[config.mk]
export PLATFORM = sky130hd
export DESIGN_NAME = control_sequencer_flat
export DESIGN_NICKNAME = d
export VERILOG_FILES = /design/src/rtl/control_sequencer_pkg.sv /design/src/rtl/control_sequencer_if.sv /design/src/rtl/control_sequencer_op_decoder.sv /design/src/rtl/control_sequencer.sv /design/src/flat_wrapper.sv
export SDC_FILE = /design/constraint.sdc
export NUM_CORES = 1
export LEC_CHECK = 0
export BUFFER_PORTS_ARGS = -buffer_cell sky130_fd_sc_hd__buf_2
export CAP_MARGIN = 20
export CORE_MARGIN = 2
export CORE_UTILIZATION = 37
export CTS_CLUSTER_SIZE = 40
export DETAILED_ROUTE_END_ITERATION = 7
export GPL_TIMING_DRIVEN = 0
export HOLD_SLACK_MARGIN = 0.15
export PLACE_DENSITY = 0.9
export SETUP_SLACK_MARGIN = 0.2
export SLEW_MARGIN = 10
export SYNTH_ARGS = -nofsm -noshare
export SYNTH_HDL_FRONTEND = slang
export SYNTH_HIERARCHICAL = 1
export SYNTH_SLANG_ARGS = --single-unit
[constraint.sdc]
create_clock -name Clock -period 2.2 [get_ports Clock]
set_input_delay 0.22 -clock Clock [delete_from_list [all_inputs] [get_ports Clock]]
set_output_delay 0.22 -clock Clock [all_outputs]
set_load 0.1 [all_outputs]
[src/rtl/control_sequencer_pkg.sv]
// Shared encodings for the control sequencer: state register, opcodes, ALU codes,
// and the decoder classification and strobe bundles.
package control_sequencer_pkg;

    typedef enum logic [2:0] {
        ST_T0   = 3'd0,
        ST_T1   = 3'd1,
        ST_T2   = 3'd2,
        ST_T3   = 3'd3,
        ST_T4   = 3'd4,
        ST_T5   = 3'd5,
        ST_T6   = 3'd6,
        ST_HALT = 3'd7
    } state_t;

    typedef logic [4:0] opcode_t;
    typedef logic [3:0] alu_ctrl_t;

    localparam opcode_t OP_ADD  = 5'b00000;
    localparam opcode_t OP_SUB  = 5'b00001;
    localparam opcode_t OP_AND  = 5'b00010;
    localparam opcode_t OP_OR   = 5'b00011;
    localparam opcode_t OP_SHR  = 5'b00100;
    localparam opcode_t OP_SHL  = 5'b00101;
    localparam opcode_t OP_MUL  = 5'b01111;
    localparam opcode_t OP_DIV  = 5'b10000;
    localparam opcode_t OP_NOP  = 5'b11010;
    localparam opcode_t OP_HALT = 5'b11011;

    localparam alu_ctrl_t ALU_NONE = 4'b0000;
    localparam alu_ctrl_t ALU_ADD  = 4'b0001;
    localparam alu_ctrl_t ALU_SUB  = 4'b0010;
    localparam alu_ctrl_t ALU_AND  = 4'b0011;
    localparam alu_ctrl_t ALU_OR   = 4'b0100;
    localparam alu_ctrl_t ALU_SHR  = 4'b0101;
    localparam alu_ctrl_t ALU_SHL  = 4'b0110;
    localparam alu_ctrl_t ALU_MUL  = 4'b0111;
    localparam alu_ctrl_t ALU_DIV  = 4'b1000;

    typedef struct packed {
        alu_ctrl_t alu_ctrl;
        logic      is_alu;
        logic      is_muldiv;
        logic      is_nop;
        logic      is_halt;
    } op_class_t;

    typedef struct packed {
        logic pc_out;
        logic mar_in;
        logic inc_pc;
        logic z_in;
        logic zlo_out;
        logic zhi_out;
        logic pc_in;
        logic read;
        logic mdr_in;
        logic mdr_out;
        logic ir_in;
        logic y_in;
        logic hi_in;
        logic lo_in;
        logic gra;
        logic grb;
        logic grc;
        logic r_in;
        logic r_out;
    } strobes_t;

    function automatic opcode_t opcode_of(input logic [31:0] ir);
        return ir[31:27];
    endfunction

endpackage

[src/rtl/control_sequencer_if.sv]
// Bus between the control sequencer (master) and the datapath (slave):
// instruction/handshake inputs plus every load/drive strobe.
interface control_sequencer_if;
    import control_sequencer_pkg::*;

    logic [31:0] IR;
    logic        Strt;
    logic        Stop;

    logic        PCout;
    logic        MARin;
    logic        IncPC;
    logic        Zin;
    logic        Zloout;
    logic        Zhiout;
    logic        PCin;
    logic        Read;
    logic        MDRin;
    logic        MDRout;
    logic        IRin;
    logic        Yin;
    logic        HIin;
    logic        LOin;

    logic        Gra;
    logic        Grb;
    logic        Grc;
    logic        Rin;
    logic        Rout;

    alu_ctrl_t   ALUControl;
    logic        Run;

    modport master (
        input  IR, Strt, Stop,
        output PCout, MARin, IncPC, Zin, Zloout, Zhiout, PCin, Read,
               MDRin, MDRout, IRin, Yin, HIin, LOin,
               Gra, Grb, Grc, Rin, Rout, ALUControl, Run
    );

    modport slave (
        output IR, Strt, Stop,
        input  PCout, MARin, IncPC, Zin, Zloout, Zhiout, PCin, Read,
               MDRin, MDRout, IRin, Yin, HIin, LOin,
               Gra, Grb, Grc, Rin, Rout, ALUControl, Run
    );

endinterface

[src/rtl/control_sequencer_op_decoder.sv]
// Opcode classifier: ALU operation code plus alu / muldiv / nop / halt class.
// Any opcode not listed is treated as a NOP so it never writes a register.
module op_decoder
    import control_sequencer_pkg::*;
(
    input  opcode_t   opcode,
    output op_class_t cls
);

    always_comb begin
        cls = '0;
        case (opcode)
            OP_ADD: begin
                cls.alu_ctrl = ALU_ADD;
                cls.is_alu   = 1'b1;
            end
            OP_SUB: begin
                cls.alu_ctrl = ALU_SUB;
                cls.is_alu   = 1'b1;
            end
            OP_AND: begin
                cls.alu_ctrl = ALU_AND;
                cls.is_alu   = 1'b1;
            end
            OP_OR: begin
                cls.alu_ctrl = ALU_OR;
                cls.is_alu   = 1'b1;
            end
            OP_SHR: begin
                cls.alu_ctrl = ALU_SHR;
                cls.is_alu   = 1'b1;
            end
            OP_SHL: begin
                cls.alu_ctrl = ALU_SHL;
                cls.is_alu   = 1'b1;
            end
            OP_MUL: begin
                cls.alu_ctrl  = ALU_MUL;
                cls.is_muldiv = 1'b1;
            end
            OP_DIV: begin
                cls.alu_ctrl  = ALU_DIV;
                cls.is_muldiv = 1'b1;
            end
            OP_HALT: begin
                cls.is_halt = 1'b1;
            end
            default: begin
                cls.is_nop = 1'b1;
            end
        endcase
    end

endmodule

[src/rtl/control_sequencer.sv]
// Moore control sequencer: T0-T6 fetch/execute timing with HALT, Strt resume
// and a sticky stop request honoured at the end of the current instruction.
module control_sequencer
    import control_sequencer_pkg::*;
(
    input  logic                Clock,
    input  logic                GlobalReset,
    control_sequencer_if.master bus
);

    state_t    state;
    state_t    next_state;
    logic      active;
    logic      stop_pending;
    op_class_t op;
    strobes_t  strb;
    alu_ctrl_t alu_control;
    logic      run;
    logic      executes;
    logic      unused_ir_bits;

    assign unused_ir_bits = ^bus.IR[26:0];

    op_decoder u_op_decoder (
        .opcode (opcode_of(bus.IR)),
        .cls    (op)
    );

    assign executes = op.is_alu | op.is_muldiv;

    // 'active' holds strobes low until the first edge after reset, which executes T0.
    always_ff @(posedge Clock or negedge GlobalReset) begin
        if (!GlobalReset) begin
            state        <= ST_T0;
            active       <= 1'b0;
            stop_pending <= 1'b0;
        end else begin
            state  <= next_state;
            active <= 1'b1;
            if ((next_state == ST_HALT) && (state != ST_HALT)) begin
                stop_pending <= 1'b0;
            end else if (bus.Stop) begin
                stop_pending <= 1'b1;
            end
        end
    end

    always_comb begin
        next_state = ST_T0;
        case (state)
            ST_T0: next_state = ST_T1;
            ST_T1: next_state = ST_T2;
            ST_T2: next_state = ST_T3;
            ST_T3: begin
                if (op.is_halt) begin
                    next_state = ST_HALT;
                end else if (executes) begin
                    next_state = ST_T4;
                end else begin
                    next_state = ST_T0;
                end
            end
            ST_T4: next_state = ST_T5;
            ST_T5: begin
                if (op.is_muldiv) begin
                    next_state = ST_T6;
                end else if (stop_pending) begin
                    next_state = ST_HALT;
                end else begin
                    next_state = ST_T0;
                end
            end
            ST_T6:   next_state = stop_pending ? ST_HALT : ST_T0;
            ST_HALT: next_state = bus.Strt ? ST_T0 : ST_HALT;
            default: next_state = ST_T0;
        endcase
        if (!active) begin
            next_state = ST_T0;
        end
    end

    // Output decode depends only on registered state and the datapath's IR register.
    always_comb begin
        strb        = '0;
        alu_control = ALU_NONE;
        run         = (state != ST_HALT);
        if (active) begin
            case (state)
                ST_T0: begin
                    strb.pc_out = 1'b1;
                    strb.mar_in = 1'b1;
                    strb.inc_pc = 1'b1;
                    strb.z_in   = 1'b1;
                end
                ST_T1: begin
                    strb.zlo_out = 1'b1;
                    strb.pc_in   = 1'b1;
                    strb.read    = 1'b1;
                    strb.mdr_in  = 1'b1;
                end
                ST_T2: begin
                    strb.mdr_out = 1'b1;
                    strb.ir_in   = 1'b1;
                end
                ST_T3: begin
                    if (executes) begin
                        strb.grb   = 1'b1;
                        strb.r_out = 1'b1;
                        strb.y_in  = 1'b1;
                    end
                end
                ST_T4: begin
                    if (executes) begin
                        strb.grc    = 1'b1;
                        strb.r_out  = 1'b1;
                        strb.z_in   = 1'b1;
                        alu_control = op.alu_ctrl;
                    end
                end
                ST_T5: begin
                    if (op.is_alu) begin
                        strb.zlo_out = 1'b1;
                        strb.gra     = 1'b1;
                        strb.r_in    = 1'b1;
                    end else if (op.is_muldiv) begin
                        strb.zlo_out = 1'b1;
                        strb.lo_in   = 1'b1;
                    end
                end
                ST_T6: begin
                    strb.zhi_out = 1'b1;
                    strb.hi_in   = 1'b1;
                end
                default: begin
                end
            endcase
        end
    end

    assign bus.PCout      = strb.pc_out;
    assign bus.MARin      = strb.mar_in;
    assign bus.IncPC      = strb.inc_pc;
    assign bus.Zin        = strb.z_in;
    assign bus.Zloout     = strb.zlo_out;
    assign bus.Zhiout     = strb.zhi_out;
    assign bus.PCin       = strb.pc_in;
    assign bus.Read       = strb.read;
    assign bus.MDRin      = strb.mdr_in;
    assign bus.MDRout     = strb.mdr_out;
    assign bus.IRin       = strb.ir_in;
    assign bus.Yin        = strb.y_in;
    assign bus.HIin       = strb.hi_in;
    assign bus.LOin       = strb.lo_in;
    assign bus.Gra        = strb.gra;
    assign bus.Grb        = strb.grb;
    assign bus.Grc        = strb.grc;
    assign bus.Rin        = strb.r_in;
    assign bus.Rout       = strb.r_out;
    assign bus.ALUControl = alu_control;
    assign bus.Run        = run;

endmodule

[src/flat_wrapper.sv]
// flat-port wrapper written by rule: the top's interface ports become plain ports
module control_sequencer_flat import control_sequencer_pkg::*;
  (Clock, GlobalReset, bus_IR, bus_Strt, bus_Stop, bus_PCout, bus_MARin, bus_IncPC, bus_Zin, bus_Zloout, bus_Zhiout, bus_PCin, bus_Read, bus_MDRin, bus_MDRout, bus_IRin, bus_Yin, bus_HIin, bus_LOin, bus_Gra, bus_Grb, bus_Grc, bus_Rin, bus_Rout, bus_ALUControl, bus_Run);
  control_sequencer_if bus_i ();
  input  logic Clock;
  input  logic GlobalReset;
  input wire logic [$bits(bus_i.IR)-1:0] bus_IR;
  input wire logic [$bits(bus_i.Strt)-1:0] bus_Strt;
  input wire logic [$bits(bus_i.Stop)-1:0] bus_Stop;
  output wire logic [$bits(bus_i.PCout)-1:0] bus_PCout;
  output wire logic [$bits(bus_i.MARin)-1:0] bus_MARin;
  output wire logic [$bits(bus_i.IncPC)-1:0] bus_IncPC;
  output wire logic [$bits(bus_i.Zin)-1:0] bus_Zin;
  output wire logic [$bits(bus_i.Zloout)-1:0] bus_Zloout;
  output wire logic [$bits(bus_i.Zhiout)-1:0] bus_Zhiout;
  output wire logic [$bits(bus_i.PCin)-1:0] bus_PCin;
  output wire logic [$bits(bus_i.Read)-1:0] bus_Read;
  output wire logic [$bits(bus_i.MDRin)-1:0] bus_MDRin;
  output wire logic [$bits(bus_i.MDRout)-1:0] bus_MDRout;
  output wire logic [$bits(bus_i.IRin)-1:0] bus_IRin;
  output wire logic [$bits(bus_i.Yin)-1:0] bus_Yin;
  output wire logic [$bits(bus_i.HIin)-1:0] bus_HIin;
  output wire logic [$bits(bus_i.LOin)-1:0] bus_LOin;
  output wire logic [$bits(bus_i.Gra)-1:0] bus_Gra;
  output wire logic [$bits(bus_i.Grb)-1:0] bus_Grb;
  output wire logic [$bits(bus_i.Grc)-1:0] bus_Grc;
  output wire logic [$bits(bus_i.Rin)-1:0] bus_Rin;
  output wire logic [$bits(bus_i.Rout)-1:0] bus_Rout;
  output wire logic [$bits(bus_i.ALUControl)-1:0] bus_ALUControl;
  output wire logic [$bits(bus_i.Run)-1:0] bus_Run;
  assign bus_i.IR = bus_IR;
  assign bus_i.Strt = bus_Strt;
  assign bus_i.Stop = bus_Stop;
  assign bus_PCout = bus_i.PCout;
  assign bus_MARin = bus_i.MARin;
  assign bus_IncPC = bus_i.IncPC;
  assign bus_Zin = bus_i.Zin;
  assign bus_Zloout = bus_i.Zloout;
  assign bus_Zhiout = bus_i.Zhiout;
  assign bus_PCin = bus_i.PCin;
  assign bus_Read = bus_i.Read;
  assign bus_MDRin = bus_i.MDRin;
  assign bus_MDRout = bus_i.MDRout;
  assign bus_IRin = bus_i.IRin;
  assign bus_Yin = bus_i.Yin;
  assign bus_HIin = bus_i.HIin;
  assign bus_LOin = bus_i.LOin;
  assign bus_Gra = bus_i.Gra;
  assign bus_Grb = bus_i.Grb;
  assign bus_Grc = bus_i.Grc;
  assign bus_Rin = bus_i.Rin;
  assign bus_Rout = bus_i.Rout;
  assign bus_ALUControl = bus_i.ALUControl;
  assign bus_Run = bus_i.Run;
  control_sequencer u_core (.Clock(Clock), .GlobalReset(GlobalReset), .bus(bus_i));
endmodule
Yosys cells after proc, flatten, opt, wreduce, memory -nomap -nowiden:

Cells that the tools add are included.

* input port bits: 36
* register bits: 5
* word-level logic and storage cells: 61
* output and inout bits: 24

* bitwise logic cells: 1
* reductions and logical operators: 7
* muxes and demuxes: 33
* equal/unequal tests: 17

Operators by type and width (count)
* $pmux 4 s8: 1
* $mux 3: 8
* $pmux 3 s8: 1
* $mux 19: 1
* $eq 3x3->1 const B: 5
* $mux 1: 15
* $mux 4: 3
* $eq 5x2->1 const B: 2
* $eq 5x3->1 const B: 2
* $eq 5x5->1 const B: 2
* $eq 3x2->1 const B: 2
* $reduce_or 6->1: 1
* $eq 5x1->1 const B: 1
* $eq 5x4->1 const B: 1
* $logic_not 5->1: 1
* $mux 2: 2
* $pmux 1 s2: 2
* $reduce_or 2->1: 2
* $eq 3x1->1 const B: 1
* $logic_not 3->1: 1
* $ne 3x3->1 const B: 1
* $reduce_bool 2->1: 1
* $logic_and 1x1->1: 1
* $or 1x1->1: 1

Depth between registers and ports, before layout:

* depth in word-level cells: 11
* gate-level depth with buffers: 8
* mapped depth without buffers: 7

Cells and area by module:

Netlist, hierarchy kept.

Modules (own cells, without submodules)
* control_sequencer: instances 1, cells each 64, area an instance 506.7 um^2
* op_decoder: instances 1, cells each 27, area an instance 163.9 um^2

Worst setup path after synthesis:

No wires, ideal clock.

* path kind: input port to output port
* from: in bus_IR[28]
* to: out bus_LOin
* setup slack: -2.091 ns
* arrival time: 4.071 ns
* stages: 4
* cell sequence: clkbuf_1 nand4_1 o21bai_1 nor4b_1

RTL lines
* start, declared: line flat_wrapper.sv:7 `input wire logic [$bits(bus_i.IR)-1:0] bus_IR;`
* end, declared: line flat_wrapper.sv:23 `output wire logic [$bits(bus_i.LOin)-1:0] bus_LOin;`

==> results.sh <==
export IMPL_syn_num_nets=122
export IMPL_fp_dieW_um=45.61
export IMPL_power_total_w=0.0005828
export IMPL_cts_root_buffer="clkbuf_4"
export IMPL_cts_sinks=5
export IMPL_antenna_found_initial=0
export IMPL_worstHoldPathType="primary input to register"
export IMPL_grt_ovfl_total=0
export IMPL_totalWireLength_um=1676
export IMPL_cp_data_required_time_ns=1.98
export IMPL_hold_slack_ns=0.2267
export IMPL_fin_crit_sh_pct=87.15
export IMPL_cp_common_cell="buf_2"
export IMPL_clockBufferDepth=2
export IMPL_cts_buffers=3
export IMPL_dieArea_sq_um=2080
export IMPL_path_max_fanout=8
export IMPL_rsz0062_at_grt="no"
export IMPL_p_int_w=0.0002832
export IMPL_cts_tree="done"
export IMPL_dr_pass1_iters=4
export IMPL_outcome="finished, final reports clean"
export IMPL_final_cell_mix="14 x buf_4, 13 x buf_2, 7 x clkbuf_4, 7 x buf_12"
export IMPL_die_h_um=45.61
export IMPL_p_clk_share_pct=16.9
export IMPL_n_fill_cell=111
export IMPL_wl_per_cell_um=11.89
export IMPL_min_period_ns=1.917
export IMPL_ant_nets=0
export IMPL_ir_drop_mv=0.5563
export IMPL_syn_area_per_cell_sq_um=7.449
export IMPL_fin_nets=161
export IMPL_gp_congestion=0.8299
export IMPL_initial_core_util_pct=38.35
export IMPL_clk_pin_slew_ns=0.04
export IMPL_grt_max_degree=11
export IMPL_crit_buf_inv=4
export IMPL_viasPerCell=5.277
export IMPL_grt_pass1_wl_um=2511
export IMPL_core_area_sq_um=1670
export IMPL_portBuffers=30
export IMPL_maxCapViolations=0
export IMPL_drc_errors=0
export IMPL_power_leakage_nw=0.5093
export IMPL_antennaDiodeCount=0
export IMPL_slowest_stage="buf_2"
export IMPL_clkLatencyLatePin_ns=0.23
export IMPL_setup_viol=0
export IMPL_p_switching_w=0.0002996
export IMPL_worstSetupPathType="primary input to primary output"
export IMPL_cts_max_level=1
export IMPL_io_pins=60
export IMPL_max_freq_ghz=0.5216
export IMPL_hold_viol=0
export IMPL_drive_gt1_share_pct=63.71
export IMPL_crit_path_start_kind="primary input"
export IMPL_powerDensity_nw_per_um2=480.7
export IMPL_ys_warnings_count=6
export IMPL_seqPwrFrac_pct=18.4
export IMPL_cpLargestDelayFamily="buffers and inverters"
export IMPL_syn_area_sq_um=640.6
export IMPL_cpPeakStageDelay_ns=0.41
export IMPL_via_count=744
export IMPL_drt_first_iter_violations=10
export IMPL_area_growth_pct=89.26
export IMPL_finClkSkew_ns=0.0004689
export IMPL_final_common_cell="buf_4"
export IMPL_syn_inst=86
export IMPL_pwr_share_comb_pct=64.7
export IMPL_grt_use_total_pct=16.09
export IMPL_num_rows=15
export IMPL_p_sw_share_pct=51.40
export IMPL_timing_final_max_slew_violations=0
export IMPL_crit_path_end_kind="primary output"
export IMPL_arrival_ns=1.70
export IMPL_grt_pass1_vias=611
export IMPL_crit_chain="buf_2, clkbuf_8, a21oi_1, nor2b_2, nand3_1, nor2_4, buf_6, buf_2"
## layer usage
metal  share of wire [%]  GRT usage [%]
met5                   0              0
met4                   0          5.294
met3                 4.5          2.778
met2                  57          29.01
met1                  39          18.93
## what timing repair did
action	4_1_cts	5_1_grt
endpoints found under the setup margin	13	14
hold endpoints to repair	5	0
hold buffers	1	0
buffers inserted	1	2
pin swaps	1	4
resized for setup	17	17
## area by class of cell
class	instances	area, sq um	share of cell area (%)
inverters	2	7.507	0.6192
clock buffers	4	26.28	2.167
multi-input cells	64	544.3	44.89
flip-flops and latches	5	126.4	10.42
well taps	17	21.27	1.754
repair buffers	34	286.5	23.63
plain buffers	15	200.2	16.51
## worst paths after layout
kind / start / slack (ns) / cells after the start / to
max reg2reg: u_core/state[1] / 0.64 / 5 / u_core/stop_pending
min in group asynchronous: GlobalReset / 0.35 / 2 / u_core/stop_pending
min: bus_Stop / 0.23 / 2 / u_core/stop_pending
max: bus_IR[28] / 0.28 / 8 / bus_Rin
max in group asynchronous: GlobalReset / 1.71 / 2 / u_core/active
min reg2reg: u_core/stop_pending / 0.62 / 1 / u_core/stop_pending
## power groups by stage
stage               clock network (W)  registers (W)  logic [W]
floorplan                           0       0.000106   0.000321
global placement                    0       0.000107   0.000357
detailed placement                  0       0.000108   0.000363
CTS                          0.000103       0.000106   0.000374
global route                 0.000111       0.000108   0.000392
finish                      0.0000984       0.000107   0.000377
## state kept, by name, summed over array words and instances (netlist names)
register and flops:
u_core/state 3, u_core/active 1, u_core/stop_pending 1
## through the flow
stage | utilization [%] | area, sq um | cells | setup WS [ns] | setup TNS (ns)
finish | 72.58 | 1212 | 141 | 0.2828 | 0
global route | 72.58 | 1212 | 141 | 0.2113 | 0
CTS | 68.09 | 1137 | 139 | 0.1561 | 0
detailed placement | 62.62 | 1046 | 133 | -0.1160 | -0.5297
global placement | 62.62 | 1046 | 133 | -0.06734 | -0.2966
floorplan | - | 874.6 | 86 | -0.7147 | -3.920
(Power assumes the default switching activity.)
